File: src/rtl/floatmul_pkg.sv
// Shared types, flag positions and format helpers for the pipelined FP multiplier.
package floatmul_pkg;

    typedef struct packed {
        logic        sign;
        logic [7:0]  exponent;
        logic [22:0] fraction;
    } float32_t;

    typedef enum logic [1:0] {
        CLS_NORM = 2'd0,
        CLS_ZERO = 2'd1,
        CLS_INF  = 2'd2,
        CLS_NAN  = 2'd3
    } fp_class_e;

    localparam int FLAG_INVALID   = 3;
    localparam int FLAG_OVERFLOW  = 2;
    localparam int FLAG_UNDERFLOW = 1;
    localparam int FLAG_INEXACT   = 0;

    function automatic int fp_bias(input int exp_w);
        return (1 << (exp_w - 1)) - 1;
    endfunction

endpackage

File: src/rtl/floatmul_pipe_reg.sv
// One elastic pipeline slot: loads whenever it is empty or its occupant leaves this cycle.
module floatmul_pipe_reg #(
    parameter int W = 8
) (
    input  logic         clk,
    input  logic         rst_n,
    input  logic         in_valid,
    input  logic [W-1:0] in_data,
    input  logic         down_free,
    output logic         valid,
    output logic [W-1:0] data
);

    logic         valid_q, valid_d;
    logic [W-1:0] data_q, data_d;

    always_comb begin
        valid_d = valid_q;
        data_d  = data_q;
        if (!valid_q || down_free) begin
            valid_d = in_valid;
            if (in_valid) begin
                data_d = in_data;
            end
        end
    end

    always_ff @(posedge clk) begin
        if (!rst_n) begin
            valid_q <= 1'b0;
            data_q  <= '0;
        end else begin
            valid_q <= valid_d;
            data_q  <= data_d;
        end
    end

    assign valid = valid_q;
    assign data  = data_q;

endmodule

File: src/rtl/floatmul_pipe.sv
// Streaming FP multiplier: joins two operand streams, classifies in stage 0,
// multiplies significands into stage 1 and rounds/packs at the last stage output.
module floatmul_pipe
    import floatmul_pkg::*;
#(
    parameter int EXP_W  = 8,
    parameter int FRAC_W = 23,
    parameter int STAGES = 3
) (
    input  logic                      clk,
    input  logic                      rst_n,
    output logic                      busy,
    input  logic                      a_valid,
    input  logic [EXP_W+FRAC_W:0]     a_payload,
    output logic                      a_ready,
    input  logic                      b_valid,
    input  logic [EXP_W+FRAC_W:0]     b_payload,
    output logic                      b_ready,
    output logic                      o_valid,
    output logic [EXP_W+FRAC_W:0]     o_payload,
    output logic [3:0]                o_flags,
    input  logic                      o_ready
);

    localparam int W      = 1 + EXP_W + FRAC_W;
    localparam int SIG_W  = FRAC_W + 1;
    localparam int PROD_W = 2 * SIG_W;
    localparam int E_W    = EXP_W + 2;
    localparam int DATA_W = 3 + E_W + PROD_W;
    localparam int BIAS   = fp_bias(EXP_W);
    localparam logic [E_W-1:0] EXP_ONES = {2'b00, {EXP_W{1'b1}}};

    // Slot record: {sign, class, exponent, significands-or-product}
    logic [STAGES:0]       free;
    logic [STAGES-1:0]     stage_valid;
    logic [STAGES-1:0]     stage_in_valid;
    logic [DATA_W-1:0]     stage_data [STAGES];

    function automatic fp_class_e classify(input logic [EXP_W-1:0] e, input logic [FRAC_W-1:0] f);
        if (e == '0) return CLS_ZERO;
        if (e == '1) return (f == '0) ? CLS_INF : CLS_NAN;
        return CLS_NORM;
    endfunction

    // Ready ripples from the consumer back through every slot that is empty or leaving.
    always_comb begin
        free[STAGES] = o_ready;
        for (int k = STAGES - 1; k >= 0; k--) begin
            free[k] = !stage_valid[k] || free[k+1];
        end
    end

    assign a_ready        = rst_n && b_valid && free[0];
    assign b_ready        = rst_n && a_valid && free[0];
    assign stage_in_valid = {stage_valid[STAGES-2:0], a_valid && b_valid};
    assign busy           = a_valid || b_valid || (rst_n && (|stage_valid));

    fp_class_e         cls_a, cls_b, cls_p;
    logic              s0_sign;
    logic [E_W-1:0]    s0_exp;
    logic [DATA_W-1:0] s0_data;

    always_comb begin
        cls_a   = classify(a_payload[W-2 -: EXP_W], a_payload[FRAC_W-1:0]);
        cls_b   = classify(b_payload[W-2 -: EXP_W], b_payload[FRAC_W-1:0]);
        s0_sign = a_payload[W-1] ^ b_payload[W-1];
        if (cls_a == CLS_NAN || cls_b == CLS_NAN ||
            (cls_a == CLS_INF && cls_b == CLS_ZERO) ||
            (cls_a == CLS_ZERO && cls_b == CLS_INF)) begin
            cls_p = CLS_NAN;
        end else if (cls_a == CLS_INF || cls_b == CLS_INF) begin
            cls_p = CLS_INF;
        end else if (cls_a == CLS_ZERO || cls_b == CLS_ZERO) begin
            cls_p = CLS_ZERO;
        end else begin
            cls_p = CLS_NORM;
        end
        s0_exp  = {2'b00, a_payload[W-2 -: EXP_W]} + {2'b00, b_payload[W-2 -: EXP_W]} - E_W'(BIAS);
        s0_data = {s0_sign, cls_p, s0_exp,
                   1'b1, a_payload[FRAC_W-1:0], 1'b1, b_payload[FRAC_W-1:0]};
    end

    logic [PROD_W-1:0] mul_a, mul_b, mul_p;

    assign mul_a = {{SIG_W{1'b0}}, stage_data[0][PROD_W-1 -: SIG_W]};
    assign mul_b = {{SIG_W{1'b0}}, stage_data[0][SIG_W-1:0]};
    assign mul_p = mul_a * mul_b;

    genvar gi;
    generate
        for (gi = 0; gi < STAGES; gi++) begin : g_stage
            logic [DATA_W-1:0] d_in;
            if (gi == 0) begin : g_in_classify
                assign d_in = s0_data;
            end else if (gi == 1) begin : g_in_multiply
                assign d_in = {stage_data[0][DATA_W-1 -: 3+E_W], mul_p};
            end else begin : g_in_pass
                assign d_in = stage_data[gi-1];
            end

            floatmul_pipe_reg #(
                .W(DATA_W)
            ) u_reg (
                .clk      (clk),
                .rst_n    (rst_n),
                .in_valid (stage_in_valid[gi]),
                .in_data  (d_in),
                .down_free(free[gi+1]),
                .valid    (stage_valid[gi]),
                .data     (stage_data[gi])
            );
        end
    endgenerate

    logic [DATA_W-1:0] last_d;
    logic              r_sign;
    logic [1:0]        r_cls;
    logic [E_W-1:0]    r_exp, e_adj, e_r;
    logic [PROD_W-1:0] r_prod;
    logic [PROD_W-2:0] norm_low;
    logic [FRAC_W-1:0] frac_t;
    logic [FRAC_W:0]   frac_r;
    logic              guard, sticky, round_up;
    logic [W-1:0]      res;
    logic [3:0]        res_flags;

    always_comb begin
        last_d   = stage_data[STAGES-1];
        r_sign   = last_d[DATA_W-1];
        r_cls    = last_d[DATA_W-2 -: 2];
        r_exp    = last_d[PROD_W +: E_W];
        r_prod   = last_d[PROD_W-1:0];
        // Drop the leading one; a product >= 2.0 shifts the binary point one place.
        norm_low = r_prod[PROD_W-1] ? r_prod[PROD_W-2:0] : {r_prod[PROD_W-3:0], 1'b0};
        e_adj    = r_exp + {{(E_W-1){1'b0}}, r_prod[PROD_W-1]};
        frac_t   = norm_low[PROD_W-2 -: FRAC_W];
        guard    = norm_low[FRAC_W];
        sticky   = |norm_low[FRAC_W-1:0];
        round_up = guard && (sticky || frac_t[0]);
        frac_r   = {1'b0, frac_t} + {{FRAC_W{1'b0}}, round_up};
        e_r      = e_adj + {{(E_W-1){1'b0}}, frac_r[FRAC_W]};

        res       = '0;
        res_flags = '0;
        case (r_cls)
            CLS_NAN: begin
                res = {1'b0, {EXP_W{1'b1}}, 1'b1, {(FRAC_W-1){1'b0}}};
                res_flags[FLAG_INVALID] = 1'b1;
            end
            CLS_INF:  res = {r_sign, {EXP_W{1'b1}}, {FRAC_W{1'b0}}};
            CLS_ZERO: res = {r_sign, {(EXP_W+FRAC_W){1'b0}}};
            default: begin
                if (!e_r[E_W-1] && (e_r >= EXP_ONES)) begin
                    res = {r_sign, {EXP_W{1'b1}}, {FRAC_W{1'b0}}};
                    res_flags[FLAG_OVERFLOW] = 1'b1;
                    res_flags[FLAG_INEXACT]  = 1'b1;
                end else if (e_r[E_W-1] || (e_r == '0)) begin
                    res = {r_sign, {(EXP_W+FRAC_W){1'b0}}};
                    res_flags[FLAG_UNDERFLOW] = 1'b1;
                    res_flags[FLAG_INEXACT]   = 1'b1;
                end else begin
                    res = {r_sign, e_r[EXP_W-1:0], frac_r[FRAC_W-1:0]};
                    res_flags[FLAG_INEXACT] = guard || sticky;
                end
            end
        endcase
    end

    assign o_valid   = rst_n && stage_valid[STAGES-1];
    assign o_payload = o_valid ? res : '0;
    assign o_flags   = o_valid ? res_flags : 4'b0000;

endmodule

File: config.mk
export PLATFORM = sky130hd
export DESIGN_NAME = floatmul_pipe
export DESIGN_NICKNAME = d
export VERILOG_FILES = /design/src/rtl/floatmul_pkg.sv /design/src/rtl/floatmul_pipe_reg.sv /design/src/rtl/floatmul_pipe.sv
export SDC_FILE = /design/constraint.sdc
export NUM_CORES = 2
export LEC_CHECK = 0
export BUFFER_PORTS_ARGS = -buffer_cell sky130_fd_sc_hd__buf_2
export CELL_PAD_IN_SITES_DETAIL_PLACEMENT = 0
export CELL_PAD_IN_SITES_GLOBAL_PLACEMENT = 1
export CORE_ASPECT_RATIO = 0.7
export CORE_MARGIN = 8
export CORE_UTILIZATION = 40
export DETAILED_ROUTE_END_ITERATION = 12
export PLACE_DENSITY_LB_ADDON = 0.1
export SYNTH_ARGS = -nofsm -noshare
export SYNTH_HDL_FRONTEND = slang
export SYNTH_SLANG_ARGS = --single-unit
File: constraint.sdc
create_clock -name clk -period 11.55 [get_ports clk]
set_input_delay 1.155 -clock clk [delete_from_list [all_inputs] [get_ports clk]]
set_output_delay 1.155 -clock clk [all_outputs]
set_load 0.02 [all_outputs]
Word-level counts from Yosys, hierarchy flattened
Index checks and enable logic that the tools add are counted.
Operators by class
  add/subtract/negate cells: 5
  multipliers: 1
  order comparisons: 1
  eq/ne operators: 11
  multiplexer cells: 32
  bitwise gates (word level): 1
  reduce and logical (&&, ||, !) cells: 39
Operators by type and width (count)
  32-bit one-hot mux with 3 select lines: 1
  31-bit 2-to-1 mux: 2
  24-bit by 24-bit multiplier with 48-bit output: 1
  47-bit 2-to-1 mux: 1
  23-bit logical NOT: 2
  32-bit 2-to-1 mux: 1
  23-bit by 1-bit adder with 24-bit output: 1
  23-bit OR reduction: 1
  10-bit by 1-bit adder with 10-bit output: 2
  2-bit 2-to-1 mux: 10
  8-bit equality test (second input constant): 2
  8-bit logical NOT: 2
  1-bit 2-to-1 mux: 15
  1-bit logical OR: 13
  2-bit equality test (second input constant): 6
  1-bit logical AND: 11
  10-bit by 8-bit >= comparator with 1-bit output (second input constant): 1
  10-bit logical NOT: 1
  9-bit by 7-bit subtractor with 10-bit output (second input constant): 1
  8-bit by 8-bit adder with 9-bit output: 1
  2-bit by 1-bit equality test with 1-bit output (second input constant): 3
  2-bit AND reduction: 3
  3-bit OR reduction: 2
  1-bit logical NOT: 4
  3 further kinds: 3
Word-level totals
  bits in registers: 186
  input port bits: 69
  output and inout bits: 40
  word-level logic and storage cells: 96

Depth between registers and ports, before layout
  depth in word-level cells: 12
  depth in mapped cells: 26
  depth with buffers taken out: 25

By module
Synthesis repeated with hierarchy kept, for this count alone.
Second synthesis, totals
  cells, all modules: 3305
  area, all modules: 28800.1 µm²
By module, submodules not included
  floatmul_pipe: times used 1, cells an instance 2498, area an instance 21180.3 µm², seq. area each 0.0 µm²
  floatmul_pipe_reg: times used 3, cells an instance 269, area an instance 2539.9 µm², seq. area each 1241.2 µm²

Worst setup path after synthesis
OpenSTA, ideal clock, no wires.
  path kind: reg-to-reg
  start: register g_stage[0].u_reg.data_q[3]
  end: register g_stage[1].u_reg.data_q[43]
  library setup time: 120 ps
  arrival: 6646 ps
  required time: 11430 ps
  path slack: 4784 ps
  stages on the path, launching flop included: 25
  path buffers: 2
  clock period less this slack: 6766 ps
  cells stage by stage: dfxtp_1 > clkbuf_1 > nand2_1 > fa_1 > inv_1 > fa_1 > inv_1 > fa_1 > inv_1 > fa_1 > inv_1 > fa_1 > inv_1 > fa_1 > fa_1 > ha_1 > clkbuf_1 > a21o_1 > or3_1 > o21ai_1 > a21oi_1 > o31ai_1 > o211ai_1 > and3_1 > o31a_1
Between the ends
  word-level cells in the longest chain between the ends: 1
Ends and longest elaborated chain
  from (decl): RTL line floatmul_pipe_reg.sv:15  | logic [W-1:0] data_q, data_d;
  from (signal assigned): RTL line floatmul_pipe_reg.sv:34  | data_q <= data_d;
  24-bit by 24-bit multiplier with 48-bit output: RTL line floatmul_pipe.sv:87  | assign mul_p = mul_a * mul_b;
  to (signal assigned): RTL line floatmul_pipe_reg.sv:34
  to (decl): RTL line floatmul_pipe_reg.sv:15
No other way between the ends.
A chain may end at the register's enable or synchronous reset.

Worst setup path in the final report
  start: register g_stage[0].u_reg.data_q[15]
  end: register g_stage[1].u_reg.data_q[43]
Same word-level chain as after synthesis.

==> impl_metrics.tcl <==
set metrics [dict create \
    die_h_um 235 \
    end_kind "flip-flop" \
    h-tree-depth 4 \
    hold_class "reg -> reg" \
    syn-mean-instance-area_um2 8.30 \
    synth_edf_count 0 \
    grt_max_degree 95 \
    synth.cell_area_mm2 0.0274 \
    worstSetupPathType "reg -> reg" \
    vias_per_cell 5.16 \
    whs_path_depth 2 \
    holdCritStartpoint "g_stage[0].u_reg.data[58]$_SDFFE_PN0P_" \
    report.final.slew_viol_count 0 \
    skew_ns 0.0330 \
    clkLatencyLatePin_ns 0.51 \
    synth_cell_type_count 65 \
    dpl_cell_area_mm2 0.0288 \
    gp_congestion 0.868 \
    drtPass1Iterations 5 \
    via_count 21700 \
    holdWs_ns 0.449 \
    reg2reg_from "g_stage[0].u_reg.data[15]$_SDFFE_PN0P_" \
    numCtsBuffers 17 \
    ir_drop_mv 0.115 \
    leakage_nw 13.6 \
    worstPathRequired_ns 11.93 \
    ctsHoldBuffers 0 \
    ctsResizeCount 0 \
    clkSinkCount 185 \
    r2r_slack_ns 3.44 \
    slew_headroom_pct 10.8 \
    reg2reg_depth 22 \
    synth_nets 4049 \
    drtIter0Drc 1204 \
    setup_viol 0 \
    ys_seq_area_share_pct 13.5 \
    initial_core_util_pct 40.3 \
    crit_arrival_ns 8.49 \
    synth_flop_cell "dfxtp_1" \
    yosys_warnings 0 \
    powerDensity_mw_per_mm2 57.9 \
    critPathMaxFanout 25 \
    max_cap_violations 0 \
    startpoint_type "flip-flop" \
    die_area_mm2 0.0773 \
    async_flop_share_pct 0 \
    core_area_mm2 0.0680 \
    drive_gt1_share_pct 6.56 \
    routed_wirelength_mm 81.5 \
    r2r_end "g_stage[1].u_reg.data[43]$_SDFFE_PN0P_" \
    period_share_pct 70.2 \
    grt_pass1_vias 23300 \
    syn_inst 3304 \
    area_growth_pct 6.99 \
    status "completed" \
    min_delay_worst_endpoint "g_stage[1].u_reg.data[58]$_SDFFE_PN0P_" \
    dpl.hpwl_mm 63.1 \
    fin_total_pwr_mw 1.70 \
    postLayoutSetupSlackWorst_ns 3.44 \
    post-route-drc-count 0 \
    antenna_found_initial 1 \
    nets 4040 \
    ys_seq_elements 185 \
    ant_nets 0 \
    grt_pass1_wl_mm 133 \
    cts_setup_buffers 0 \
    rsz0062_at_grt "no" \
    path_clk_slew_ns 0.09 \
    fmax_mhz 123 \
    cts.path.max_buffers 2 \
    design_area_mm2 0.0293 \
    ios 109 \
    layout_min_cycle_time_ns 8.11 \
    gr-total-overflow 0 \
    dieWidth_um 329 \
    worstMarginPinSlew_ns 1.34 \
    setup_tns_ns 0 \
    placementRows 80 \
    port_buffers 108 \
    tritoncts "built" \
    drt-wirelength-per-cell_um 19.4 \
    grt_usage_pct 21.7 \
    hold_viol 0 \
    cts-root-buf "clkbuf_16" \
    pre_cts_ws_ns 3.50 \
]
==> cells in the mapped netlist (29+ instances only) <==
library cell	count	area, µm²
o21ai_0	29	145
nand3_1	30	150
ha_1	192	2400
nor2_1	93	349
clkbuf_1	167	627
dfxtp_1	185	3700
fa_1	484	9690
nand2_1	667	2500
and2_1	303	1900
a21oi_1	236	1180
xnor2_1	44	385
inv_1	570	2140
==> worst max-delay path, cell delays in order (launching register included) <==
cell and delay (ns):
dfxtp_1 1.21, nand2_1 0.20, fa_1 0.59, inv_1 0.05, fa_1 0.50, inv_1 0.06
fa_1 0.52, inv_1 0.05, fa_1 0.53, fa_1 0.45, fa_1 0.49, inv_1 0.05
fa_1 0.49, inv_1 0.05, ha_1 0.35, a21oi_1 0.25, o21ai_1 0.13, a2111oi_0 0.37
a21oi_1 0.25, o31ai_1 0.61, o211ai_1 0.24, and3_1 0.24, o31a_1 0.26
==> where the power goes <==
| group | internal (mW) | total [mW] | switching (mW) |
|---|---|---|---|
| Combinational | 0.138 | 0.403 | 0.265 |
| Clock | 0.291 | 0.615 | 0.323 |
| Sequential | 0.653 | 0.681 | 0.0276 |
| Total | 1.08 | 1.70 | 0.616 |
==> cell usage in the layout, fill, tap and decap left out, types with 5 or more instances in the layout <==
cell type,netlist,layout
buf_4,1,44
clkbuf_16,0,17
or3_1,10,10
xnor2_1,44,44
a31oi_1,13,13
nor2_1,93,93
dfxtp_1,185,184
o21bai_1,10,10
nor2b_1,7,6
mux2_2,7,7
fa_1,484,484
nand4_1,17,17
buf_2,0,108
nand2b_1,10,9
nand4b_1,5,5
a21o_1,27,27
o21ai_1,11,11
o211ai_1,7,7
mux2i_1,16,16
a311oi_1,8,8
ha_1,192,192
inv_1,570,570
and2_1,303,302
a21oi_1,236,236
nand3_1,30,29
and3_1,18,17
xor2_1,19,19
nor3_1,15,15
o21a_1,5,5
o21ai_0,29,29
a211oi_1,16,16
nand2_1,667,666
nor4_1,22,22
==> final cells by class <==
| class | instances | area, µm² |
|---|---|---|
| Inverter | 572 | 2150 |
| Sequential cell | 185 | 3700 |
| Tap cell | 902 | 1130 |
| Antenna cell | 1 | 2.50 |
| Clock buffer | 19 | 443 |
| Timing Repair Buffer | 152 | 871 |
| Clock inverter | 13 | 131 |
| Fill cell | 6891 | 38600 |
| Multi-Input combinational cell | 2367 | 20900 |
==> worst max path at each step <==
stage | from | end | slack [ns] | cells past startpoint
floorplan | g_stage[0].u_reg.data[3]$_SDFFE_PN0P_ | g_stage[1].u_reg.data[43]$_SDFFE_PN0P_ | 4.78 | 24
global placement | g_stage[0].u_reg.data[15]$_SDFFE_PN0P_ | g_stage[1].u_reg.data[43]$_SDFFE_PN0P_ | 3.54 | 22
detailed placement | g_stage[0].u_reg.data[15]$_SDFFE_PN0P_ | g_stage[1].u_reg.data[43]$_SDFFE_PN0P_ | 3.50 | 22
CTS | g_stage[0].u_reg.data[15]$_SDFFE_PN0P_ | g_stage[1].u_reg.data[43]$_SDFFE_PN0P_ | 3.47 | 22
global route | g_stage[0].u_reg.data[15]$_SDFFE_PN0P_ | g_stage[1].u_reg.data[43]$_SDFFE_PN0P_ | 3.07 | 22
finish | g_stage[0].u_reg.data[15]$_SDFFE_PN0P_ | g_stage[1].u_reg.data[43]$_SDFFE_PN0P_ | 3.44 | 22
==> kinds of logic after synthesis <==
group | Yosys count | share of synthesized area [%]
compound gates | 388 | 8.20
xor+xnor | 63 | 2.01
fa+ha+maj | 676 | 44.1
buf+inv | 752 | 10.3
flops | 185 | 13.5
mux | 23 | 0.872
simple gates | 1217 | 21.0
==> metal layers <==
metal	routed length (µm)	global-route usage, %	vias up
met3	4020	3.61	95
met5	0	0	-
met1	39300	30.8	11100
met4	1540	4.44	0
li1	-	-	10100
met2	36700	34.9	494
==> through the flow <==
step                util (%)  std cells
global route            43.2       4211
detailed placement      42.3       4178
CTS                     43.2       4210
global placement        42.3       4178
finish                  43.2       4211
floorplan                  -       3304
==> registers in the layout, indices dropped and copies added (netlist names) <==
name	flops
g_stage.u_reg.valid	3
g_stage.u_reg.data	182
Note: power is estimated with default switching activity, not from simulation.
